[src/rtl/cache_write_buffer.sv]
// Write-through posting buffer between the cache controller and main memory.
// Stores are queued FIFO, coalesced by address, forwarded to read misses and drained over valid/ack.
module cache_write_buffer #(
  parameter int ADDR_WIDTH = 16,
  parameter int DATA_WIDTH = 32,
  parameter int DEPTH      = 4
) (
  input  logic                    clk,
  input  logic                    rst,
  input  logic                    in_valid,
  input  logic [ADDR_WIDTH-1:0]   in_address,
  input  logic [DATA_WIDTH-1:0]   in_data,
  output logic                    in_ready,
  input  logic [ADDR_WIDTH-1:0]   fwd_address,
  output logic                    fwd_hit,
  output logic [DATA_WIDTH-1:0]   fwd_data,
  output logic                    mem_write_enable,
  output logic [ADDR_WIDTH-1:0]   mem_address,
  output logic [DATA_WIDTH-1:0]   mem_write_data,
  input  logic                    mem_ack,
  output logic [$clog2(DEPTH):0]  count,
  output logic                    empty
);

  localparam int PW = $clog2(DEPTH);
  localparam int CW = PW + 1;

  typedef enum logic {IDLE, DRAIN} state_t;

  state_t                  state;
  logic [ADDR_WIDTH-1:0]   entry_addr [DEPTH];
  logic [DATA_WIDTH-1:0]   entry_data [DEPTH];
  logic [DEPTH-1:0]        entry_valid;
  logic [PW-1:0]           head;
  logic [PW-1:0]           tail;

  logic                    accept;
  logic                    pop;
  logic                    coal_hit;
  logic [PW-1:0]           coal_idx;
  logic                    alloc;
  logic                    do_coal;
  logic [CW-1:0]           count_next;
  logic [PW-1:0]           fwd_idx;

  assign in_ready   = (count < CW'(DEPTH));
  assign accept     = in_valid && in_ready;
  assign pop        = (state == DRAIN) && mem_ack;
  assign alloc      = accept && !coal_hit;
  assign do_coal    = accept && coal_hit;
  assign count_next = count + CW'(alloc) - CW'(pop);

  // The head already on the memory bus must not change, so it is excluded from coalescing.
  // NOTE: every signal driven in always_comb gets a default first so no latch is inferred.
  always_comb begin
    coal_hit = 1'b0;
    coal_idx = '0;
    for (int i = 0; i < DEPTH; i++) begin
      if (entry_valid[i] && entry_addr[i] == in_address &&
          !(state == DRAIN && PW'(i) == head)) begin
        coal_hit = 1'b1;
        coal_idx = PW'(i);
      end
    end
  end

  // Walk from oldest to youngest so the last match wins.
  always_comb begin
    fwd_hit  = 1'b0;
    fwd_data = '0;
    fwd_idx  = '0;
    for (int k = 0; k < DEPTH; k++) begin
      fwd_idx = head + PW'(k);
      if (entry_valid[fwd_idx] && entry_addr[fwd_idx] == fwd_address) begin
        fwd_hit  = 1'b1;
        fwd_data = entry_data[fwd_idx];
      end
    end
  end

  // NOTE: entry storage has no reset; the valid bits alone decide what is live.
  always_ff @(posedge clk) begin
    if (alloc) begin
      entry_addr[tail] <= in_address;
      entry_data[tail] <= in_data;
    end
    if (do_coal) begin
      entry_data[coal_idx] <= in_data;
    end
  end

  // NOTE: sequential state uses non-blocking assignments so every register sees pre-edge values.
  always_ff @(posedge clk) begin
    if (rst) begin
      entry_valid      <= '0;
      head             <= '0;
      tail             <= '0;
      count            <= '0;
      empty            <= 1'b1;
      state            <= IDLE;
      mem_write_enable <= 1'b0;
      mem_address      <= '0;
      mem_write_data   <= '0;
    end else begin
      if (alloc) begin
        entry_valid[tail] <= 1'b1;
        tail              <= tail + 1'b1;
      end
      if (pop) begin
        entry_valid[head] <= 1'b0;
        head              <= head + 1'b1;
      end
      count <= count_next;
      empty <= (count_next == '0);

      case (state)
        IDLE: begin
          if (count != '0) begin
            state            <= DRAIN;
            mem_write_enable <= 1'b1;
            mem_address      <= entry_addr[head];
            // A same-edge coalesce into the head must reach memory, not the stale copy.
            mem_write_data   <= (do_coal && coal_idx == head) ? in_data : entry_data[head];
          end
        end
        DRAIN: begin
          if (mem_ack) begin
            state            <= IDLE;
            mem_write_enable <= 1'b0;
          end
        end
        default: state <= IDLE;
      endcase
    end
  end

endmodule

[config.mk]
export PLATFORM = sky130hd
export DESIGN_NAME = cache_write_buffer
export DESIGN_NICKNAME = d
export VERILOG_FILES = /design/src/rtl/cache_write_buffer.sv
export SDC_FILE = /design/constraint.sdc
export NUM_CORES = 1
export LEC_CHECK = 0
export ABC_AREA = 1
export CORE_ASPECT_RATIO = 1.75
export CORE_MARGIN = 8
export CORE_UTILIZATION = 50
export DETAILED_ROUTE_END_ITERATION = 16
export PLACE_DENSITY = 0.79
export SLEW_MARGIN = 20
export SYNTH_ARGS = -nofsm -noshare
export SYNTH_HDL_FRONTEND = slang
export SYNTH_SLANG_ARGS = --single-unit
[constraint.sdc]
create_clock -name clk -period 5.1 [get_ports clk]
set_input_delay 1.275 -clock clk [delete_from_list [all_inputs] [get_ports clk]]
set_output_delay 1.275 -clock clk [all_outputs]
set_load 0.1 [all_outputs]
[After elaboration in Yosys (flattened, before gate mapping)]
Memory sizes are Yosys's and may differ from the RTL's. A register that Yosys moved wholly into a read port is not among the register bits.
Cells that the tools add are included.
Storage, ports and cells
  flip-flop bits (word level): 62
  bits in writable memories: 192
  output and inout port bits: 87
  word-level logic and storage cells: 125
  memories kept: 2
Memory list
  entry_data: words 4, bits a word 32, rd ports 4, clocked after Yosys merged registers in 1, write ports 1, line 32  | logic [DATA_WIDTH-1:0] entry_data [DEPTH];
  entry_addr: words 4, bits a word 16, rd ports 8, clocked after Yosys merged registers in 1, write ports 1, line 31  | logic [ADDR_WIDTH-1:0] entry_addr [DEPTH];
Operators by class
  add/subtract/negate cells: 6
  order comparisons: 8
  eq/ne operators: 14
  mux-type cells: 48
  bitwise operators: 4
  reduce and logical (&&, ||, !) cells: 34
Operators by type and width (count)
  32-bit 2-to-1 mux: 6
  16-bit == test: 8
  32-bit OR reduction: 1
  1-bit 2-to-1 mux: 24
  1-bit logical AND: 23
  2-bit by 3-bit < comparator with 1-bit output, second input constant: 5
  2-bit 2-to-1 mux: 7
  4-bit 2-to-1 mux: 3
  1-bit binary-select mux with 2-bit select: 4
  1-bit zero test: 5
  2-bit by 1-bit adder with 2-bit output, second input constant: 2
  2-bit adder, second input constant: 2
  4-bit bitwise AND: 1
  1-bit demux with 2-bit select: 2
  2-bit == test, first input constant: 2
  2-bit by 1-bit >= comparator with 1-bit output, second input constant: 2
  2-bit inequality test, second input constant: 2
  4-bit inverter: 1
  4-bit OR: 1
  1-bit case mux with 2 select lines: 2
  2-bit AND reduction: 2
  3-bit by 1-bit adder with 3-bit output: 1
  3-bit zero test: 1
  3-bit < comparator, second input constant: 1
  other kinds (6): 6

[Logic depth before layout (Yosys ltp)]
Gate-level depths: netlist (run 1).
  depth in word-level cells: 14
  gate-level depth with buffers: 25
  depth with buffers taken out: 20

[Least setup slack after synthesis (run 1)]
Ideal clock, no wire load.
  path kind: flip-flop to output port
  from: register head[0]
  to: output fwd_data[12]
  arrival time: 4699 ps
  data required time: 3825 ps
  setup slack: -874 ps
  stages on the path, launching flop included: 21
  buffers on the path: 8
  cell sequence: dfxtp_1 > inv_2 > buf_2 > buf_4 > buf_4 > clkbuf_1 > clkbuf_1 > ha_1 > inv_2 > buf_1 > nand2_1 > o21ai_1 > xor2_1 > nand2_1 > nor2_1 > nand3_1 > buf_4 > clkbuf_1 > o21ai_1 > nand2_1 > a21oi_1
RTL lines
  start: declaration: line 34  | logic [PW-1:0] head;
  start signal: assignment: line 111  | head <= head + 1'b1;
  2-bit adder (*): line 73  | fwd_idx = head + PW'(k);
  via fwd_idx[0]: line 44  | logic [PW-1:0] fwd_idx;
  memory read 4 x 16 bit / 1-bit binary-select mux with 2-bit select (equally long branches)
  16-bit == test / 1-bit 2-to-1 mux (equally long branches): line 74  | if (entry_valid[fwd_idx] && entry_addr[fwd_idx] == fwd_address) begin
  1-bit logical AND: line 74
  32-bit 2-to-1 mux (*): line 74
  end: declaration: line 16  | output logic [DATA_WIDTH-1:0] fwd_data,
The timed path passes the listed nets; every way through them passes the cells marked *. The select of a mux whose other input is x is not followed.

[Worst setup path after layout (run 1)]
  from: register head[1]
  to: output fwd_data[22]
Between the ends
  word-level cells in the longest chain between the ends: 7
Ends and longest elaborated chain (line)
  2-bit by 1-bit adder with 2-bit output / 1-bit binary-select mux with 2-bit select (equally long branches): 73, 74
  memory read 4 x 16 bit, or another cell as far along
  16-bit == test, or another cell as far along: 74
  1-bit logical AND / 32-bit 2-to-1 mux (equally long branches): 74
  32-bit 2-to-1 mux (2 in a row): 74
  32-bit 2-to-1 mux (*): 74
Every way passes the cells marked *; elsewhere a longest branch is shown, timed or not. The select of a mux whose other input is x is not followed.

==> impl_metrics.json, run 1 <==
{
  "cp_top_family": "simple AND/OR/NAND/NOR gates",
  "cells_after_synthesis": 2575,
  "grt.met2_usage": 0.568,
  "post-route-util": 0.610,
  "dieArea_um2": 41800,
  "sum_of_overflow_across_all_layers_after_global_routing": 0,
  "reg2reg_slack_ps": 1220,
  "final_antenna_net_count": 0,
  "port_buffers": 154,
  "synth_top_cell_area_share": 0.327,
  "dr_total_vias": 18300,
  "routabilityCongestion": 0.990,
  "synth-seq-area-share": 0.399,
  "finalCritPeriodShare": 0.973,
  "worstSkewPairLatency_ps": 550,
  "cap_viol_max_count": 0,
  "unrepaired_setup_endpoints_after_global_routing": "no",
  "worst_slack_ps": 136,
  "num_io_pins": 155,
  "layout.cells.most_common": "nand2_1",
  "run_status": "complete, no violations",
  "numClockSinks": 256,
  "endpoint_kind": "output port",
  "timing.max_slew.rel_slack": 0.306,
  "synth-seq-cells": 256,
  "maximum_number_of_pins_on_one_net_before_global_route_repair": 128,
  "critPathBufInv": 5,
  "clkSlewWorstSetupHoldPaths_ps": 60,
  "mostFrequentLayoutCells": "nand2_1 (779), inv_1 (326), o21ai_0 (241)",
  "avgRoutedWirePerCell_um": 21.7,
  "clockRootBuffer": "clkbuf_16",
  "crit_slowest_cell": "buf_6",
  "final-setup-viol-count": 0,
  "finalNetCount": 2753,
  "fmax_ghz": 0.201,
  "worst_hold_check_path_type": "reg2reg",
  "crit_end": "fwd_data[22]",
  "htreeDepth": 1,
  "postCtsHoldBufs": 0,
  "fp.coreArea_um2": 35100,
  "initialDrtViolationCount": 1833,
  "holdPathStages": 2,
  "netlist_area_um2": 17700,
  "rr_startpoint": "head[1]",
  "critical_path.max_stage_delay_ps": 350,
  "timing.setup.critical_path_class": "reg2out",
  "grt_pass1_vias": 18400,
  "syn_nets": 2654,
  "worstSetupStartpoint": "head[1]",
  "post_synth_main_area_contributors": "edfxtp_1 (33%), nand2_1 (17%), dfxtp_1 (7.3%)",
  "area_overhead_of_the_layout_relative_to_synthesis_pct": 21.1,
  "synth.yosys.warnings": 0,
  "reg2regPathDepth": 16,
  "postSynth.asyncResetShare": 0,
  "required_time_at_the_worst_slack_endpoint_ps": 3830,
  "post_synth.cell_area_avg_um2": 6.86,
  "cp_data_arrival_time_ps": 3690,
  "setup_skew_ps": 15.1,
  "ir_worst_vdd_v": 0.000498,
  "route.detailed.vias_per_inst": 5.79,
  "tightestPinTransition_ps": 1040,
  "cp_cell_sequence": "clkinv_1 > buf_6 > buf_6 > nand3_1 > nand2_1 > xor2_1 > nand2_1 > nor2_1 > and2b_1 > nand3b_4 > buf_12 > nor2_1 > nor2_1 > a21oi_4 > buf_12",
  "preCtsSetupSlack_ps": 140,
  "final.fill_count": 3193,
  "drt_first_pass_iters": 6,
  "grt_util_all_layers": 0.326,
  "chipWidth_um": 158,
  "power_leakage_nw": 9.60,
  "r2r-end": "entry_addr[0][5]",
  "gr-max-usage-layer": "met2",
  "synthDistinctLibCells": 41,
  "final_layout_size_suffix_gt1_frac": 0.0721,
  "synth.largest_area_cell": "edfxtp_1",
  "drt-total-wl_um": 68600,
  "synth_edf_count": 192,
  "tritoncts_clock_tree": "done",
  "critical-path-top-cell-by-count": "nor2_1",
  "final.min_clock_period_ps": 4960,
  "setup.worst_path.start_class": "register",
  "row_count": 91,
  "number_of_antenna_violations_at_the_first_check_in_global_routing": 2,
  "met1_usage": 0.318,
  "path_depth": 15,
  "max-clock-path-buffers": 3,
  "ys.flop_type": "edfxtp_1",
  "totalNegativeSetupSlack_ps": 0,
  "place_hpwl_um": 47600,
  "remaining_drc_errors": 0,
  "final-hold-violation-count": 0,
  "critical_path_peak_fanout": 33,
  "gr-usage-met3": 0.0587,
  "timing.final.max_slew_violations": 0,
  "grt_pass1_wl_um": 103000,
  "power.density_cell_area_nw_per_um2": 483,
  "cts-buffers-inserted": 25,
  "start_util": 0.503,
  "die_height_um": 265
}
[worst min path at each step]
| stage | start | endpoint |
|---|---|---|
| 2_1_floorplan | entry_valid[3] | entry_valid[3] |
| 3_3_place_gp | mem_write_enable | mem_write_enable |
| 3_5_place_dp | mem_write_data[2] | mem_write_data[2] |
| 4_1_cts | mem_write_data[2] | mem_write_data[2] |
| 5_1_grt | mem_write_data[7] | mem_write_data[7] |
| 6_report | mem_write_data[2] | mem_write_data[2] |
[worst min-delay path: cells and delay by family, from the launching register on]
kind | cells | cell delay, ps
simple gates | 1 | 60
flops | 1 | 310
compound gates | 1 | 50
[per-stage QoR]
stage | total power, mW | hold slack [ps] | std cells | instance area, µm²
floorplan | 6.71 | 485 | 2575 | 18000
global placement | 8.20 | 452 | 3111 | 20500
detailed placement | 8.27 | 455 | 3111 | 20500
CTS | 10.2 | 465 | 3157 | 21300
global route | 10.8 | 484 | 3158 | 21400
finish | 10.3 | 467 | 3158 | 21400
[sequential cells by signal (all words and copies together) (netlist names), named ones only]
| signal | cells |
|---|---|
| entry_data | 128 |
| entry_addr | 64 |
| mem_address | 16 |
| empty | 1 |
| entry_valid | 4 |
| state | 1 |
| mem_write_data | 32 |
| tail | 2 |
| mem_write_enable | 1 |
| count | 3 |
| head | 2 |
[synthesized netlist by cell type (3+ instances only)]
cell,count
clkbuf_1,72
a32oi_1,31
nand2_1,780
ha_1,10
nor3_1,4
buf_6,5
inv_1,327
o21ai_0,245
buf_1,22
mux2i_1,67
a21oi_1,214
inv_2,13
nand4_1,12
o211ai_1,6
buf_4,9
buf_2,34
nand3_1,140
xor2_1,23
nor2_1,228
dfxtp_1,64
edfxtp_1,192
o21ai_1,42
nand3b_1,3
xnor2_1,11
[area by class of cell]
class	count	area (µm²)	area share
Timing Repair Buffer	215	2530	0.119
Clock inverter	12	136	0.00638
Multi-Input combinational cell	1835	9090	0.425
Clock buffer	33	696	0.0325
Tap cell	465	582	0.0272
Antenna cell	1	2.50	0.000117
Sequential cell	256	7060	0.330
Inverter	341	1290	0.0604
[report_power, final]
part           internal (mW)  total [mW]  switching, mW  leakage, nW
Combinational           1.50        5.58           4.08         6.91
Sequential              2.59        2.82          0.232         2.29
Clock                   1.11        1.93          0.819        0.401
Total                   5.20        10.3           5.13         9.60
[per-layer routing]
metal	share of wire	wire length, µm	vias to the layer above
met2	0.50	34400	978
met5	0	0	-
met1	0.32	22000	8397
met4	0.10	7180	0
li1	-	-	8549
met3	0.073	5020	368
[cells by family (layout without fill, tap and decap cells)]
kind of cell    after synthesis  in the layout  synth area share
compound gates              546            546             0.163
buf+inv                     484            601             0.109
xor+xnor                     34             34            0.0169
other cells                   0              1                 0
simple gates               1177           1177             0.265
flops                       256            256             0.399
fa+ha+maj                    11             11           0.00822
mux                          67             67            0.0380
[timing repair]
item                       in CTS  in global routing
buffers inserted                0                  0
resized for setup               2                 16
setup endpoints to repair       2                 33
cloned                          1                  0
Power figures use the tool's default switching activity.
==> inputs of run 2 (changes only) <==
--- a/config.mk
+++ b/config.mk
@@ -6,11 +6,14 @@
 export NUM_CORES = 1
 export LEC_CHECK = 0
 export ABC_AREA = 1
+export CELL_PAD_IN_SITES_DETAIL_PLACEMENT = 2
+export CELL_PAD_IN_SITES_GLOBAL_PLACEMENT = 2
 export CORE_ASPECT_RATIO = 1.75
 export CORE_MARGIN = 8
-export CORE_UTILIZATION = 50
+export CORE_UTILIZATION = 34
+export CTS_BUF_LIST = sky130_fd_sc_hd__clkbuf_8
 export DETAILED_ROUTE_END_ITERATION = 16
-export PLACE_DENSITY = 0.79
+export PLACE_DENSITY = 0.91
 export SLEW_MARGIN = 20
 export SYNTH_ARGS = -nofsm -noshare
 export SYNTH_HDL_FRONTEND = slang
==> run 2 against run 1 <==
Against the previous run:
- the run now ends with setup timing left
- wire length increased by 50%
- clock power increased by 8%
- critical endpoint is now fwd_data[14]
- worst hold slack improved by 9.8 ps
- count of clock-buffer cells in the layout increased by 19
- core utilization decreased by 18 points
- final cell count increased by 8.3%
==> impl_metrics.json, run 2 (same netlist as run 1, synthesis figures left out) <==
{
  "rr_startpoint": "head[0]",
  "remaining_drc_errors": 0,
  "chipWidth_um": 188,
  "maximum_number_of_pins_on_one_net_before_global_route_repair": 112,
  "required_time_at_the_worst_slack_endpoint_ps": 3830,
  "placed_area_um2": 20800,
  "routabilityCongestion": 0.963,
  "timing.max_slew.rel_slack": 0.223,
  "number_of_flip_flops_under_the_largest_register_name": 128,
  "totalPowerFinal_mw": 11.3,
  "place_hpwl_um": 64800,
  "worst_hold_check_path_type": "reg2reg",
  "grt_pass1_wl_um": 145000,
  "critical_path_peak_fanout": 56,
  "dieArea_um2": 59800,
  "run_status": "finished, violations left",
  "die_height_um": 317,
  "power_leakage_nw": 9.92,
  "final_cell_area_um2": 22000,
  "max-clock-path-buffers": 3,
  "area_overhead_of_the_layout_relative_to_synthesis_pct": 24.9,
  "timing.final.max_slew_violations": 0,
  "num_io_pins": 155,
  "htreeDepth": 2,
  "grt_pass1_vias": 22600,
  "tightestPinTransition_ps": 1160,
  "setup_skew_ps": 59.0,
  "setup.worst_path.start_class": "register",
  "finalNetCount": 2788,
  "hold_ws_ps": 477,
  "numClockSinks": 256,
  "power.density_cell_area_nw_per_um2": 512,
  "dr_total_vias": 20200,
  "number_of_antenna_violations_at_the_first_check_in_global_routing": 7,
  "reg.largest.list": "entry_data (128), entry_addr (64), mem_write_data (32)",
  "tritoncts_clock_tree": "done",
  "mostFrequentLayoutCells": "nand2_1 (779), inv_1 (338), o21ai_0 (236)",
  "cp_data_arrival_time_ps": 4110,
  "start_util": 0.344,
  "largest_register_by_flop_count": "entry_data",
  "sum_of_overflow_across_all_layers_after_global_routing": 0,
  "fmax_ghz": 0.186,
  "fp.coreArea_um2": 51300,
  "cts-buffers-inserted": 44,
  "cap_viol_max_count": 0,
  "clockRootBuffer": "clkbuf_8",
  "worstSkewPairLatency_ps": 660,
  "timing.setup.critical_path_class": "reg2out",
  "ir_worst_vdd_v": 0.000458,
  "final.min_clock_period_ps": 5380,
  "postCtsHoldBufs": 0,
  "avgRoutedWirePerCell_um": 30.1,
  "initialDrtViolationCount": 1577,
  "final_layout_size_suffix_gt1_frac": 0.0886,
  "worst_slack_ps": -285,
  "row_count": 110,
  "violations": "setup timing",
  "preCtsSetupSlack_ps": 35.6,
  "route.detailed.vias_per_inst": 5.90,
  "timing.hold.worst.start": "mem_write_data[1]",
  "final-hold-violation-count": 0,
  "drt_first_pass_iters": 7,
  "endpoint_kind": "output port",
  "worstSetupStartpoint": "head[0]",
  "clkSlewWorstSetupHoldPaths_ps": 70,
  "final_antenna_net_count": 0,
  "finalCritPeriodShare": 1.06,
  "grt_util_all_layers": 0.320,
  "layout.cells.most_common": "nand2_1",
  "port_buffers": 154,
  "drt-total-wl_um": 103000,
  "final-setup-viol-count": 33
}
-- run 2: cell types whose count changed in the layout (fill, tap and decap cells not counted), moves of 6 or more --
cell             change
buf_4                +8
clkbuf_16           -23
buf_12               +6
clkbuf_8            +48
inv_1               +12
clkdlybuf4s50_1      -6
-- run 2: metal layers --
layer	routed length (µm)	GRT usage
met5	26	0
met4	9210	0.253
met3	6080	0.0488
met1	34300	0.308
met2	53300	0.597
-- run 2: layout make-up --
type / instances / area (µm²)
clock buffer: 52 / 716
tap: 672 / 841
timing repair buffer: 231 / 2810
fill: 5853 / 29300
multi-input combinational: 1835 / 9130
sequential: 256 / 7060
inverter: 341 / 1290
antenna: 3 / 7.51
clock inverter: 29 / 191
-- run 2: final timing paths --
check	to	slack (ps)	cells past startpoint
worst min register to register	mem_write_data[1]	480	2
worst max register to register	empty	800	19
worst max-delay path	fwd_data[14]	-280	16
worst min-delay path	mem_write_data[1]	480	2
-- run 2: metrics by stage --
stage	TNS, ps	std cells	utilization
after global placement	0	3327	0.406
after CTS	0	3412	0.426
final	-2360	3419	0.429
after floorplan	0	2575	-
after detailed placement	0	3327	0.406
after global routing	-6880	3418	0.429
-- run 2: repair_timing --
action,in CTS,in global routing
pin swaps,2,4
buffers inserted,2,2
hold endpoints to repair,0,0
gates resized for setup,16,28
cloned,2,2
setup endpoints to repair,33,33
-- run 2: power breakdown --
group	switching, mW	internal (mW)	total (mW)
registers	0.294	2.59	2.89
logic	4.73	1.57	6.30
clock network	1.06	1.04	2.09
total	6.08	5.20	11.3
-- run 2: critical path, stage by stage, from the launching register on --
cell and delay [ps]:
dfxtp_4 400, buf_16 200, o21ai_1 700, or2_1 210
nand2_1 70, nand2_1 80, nand2_1 60, nand2_1 100
nor2_2 60, nand3_4 130, buf_12 140, clkbuf_16 250
nand2_1 100, o21ai_1 260, nand2_1 230, a21oi_4 240
buf_12 200
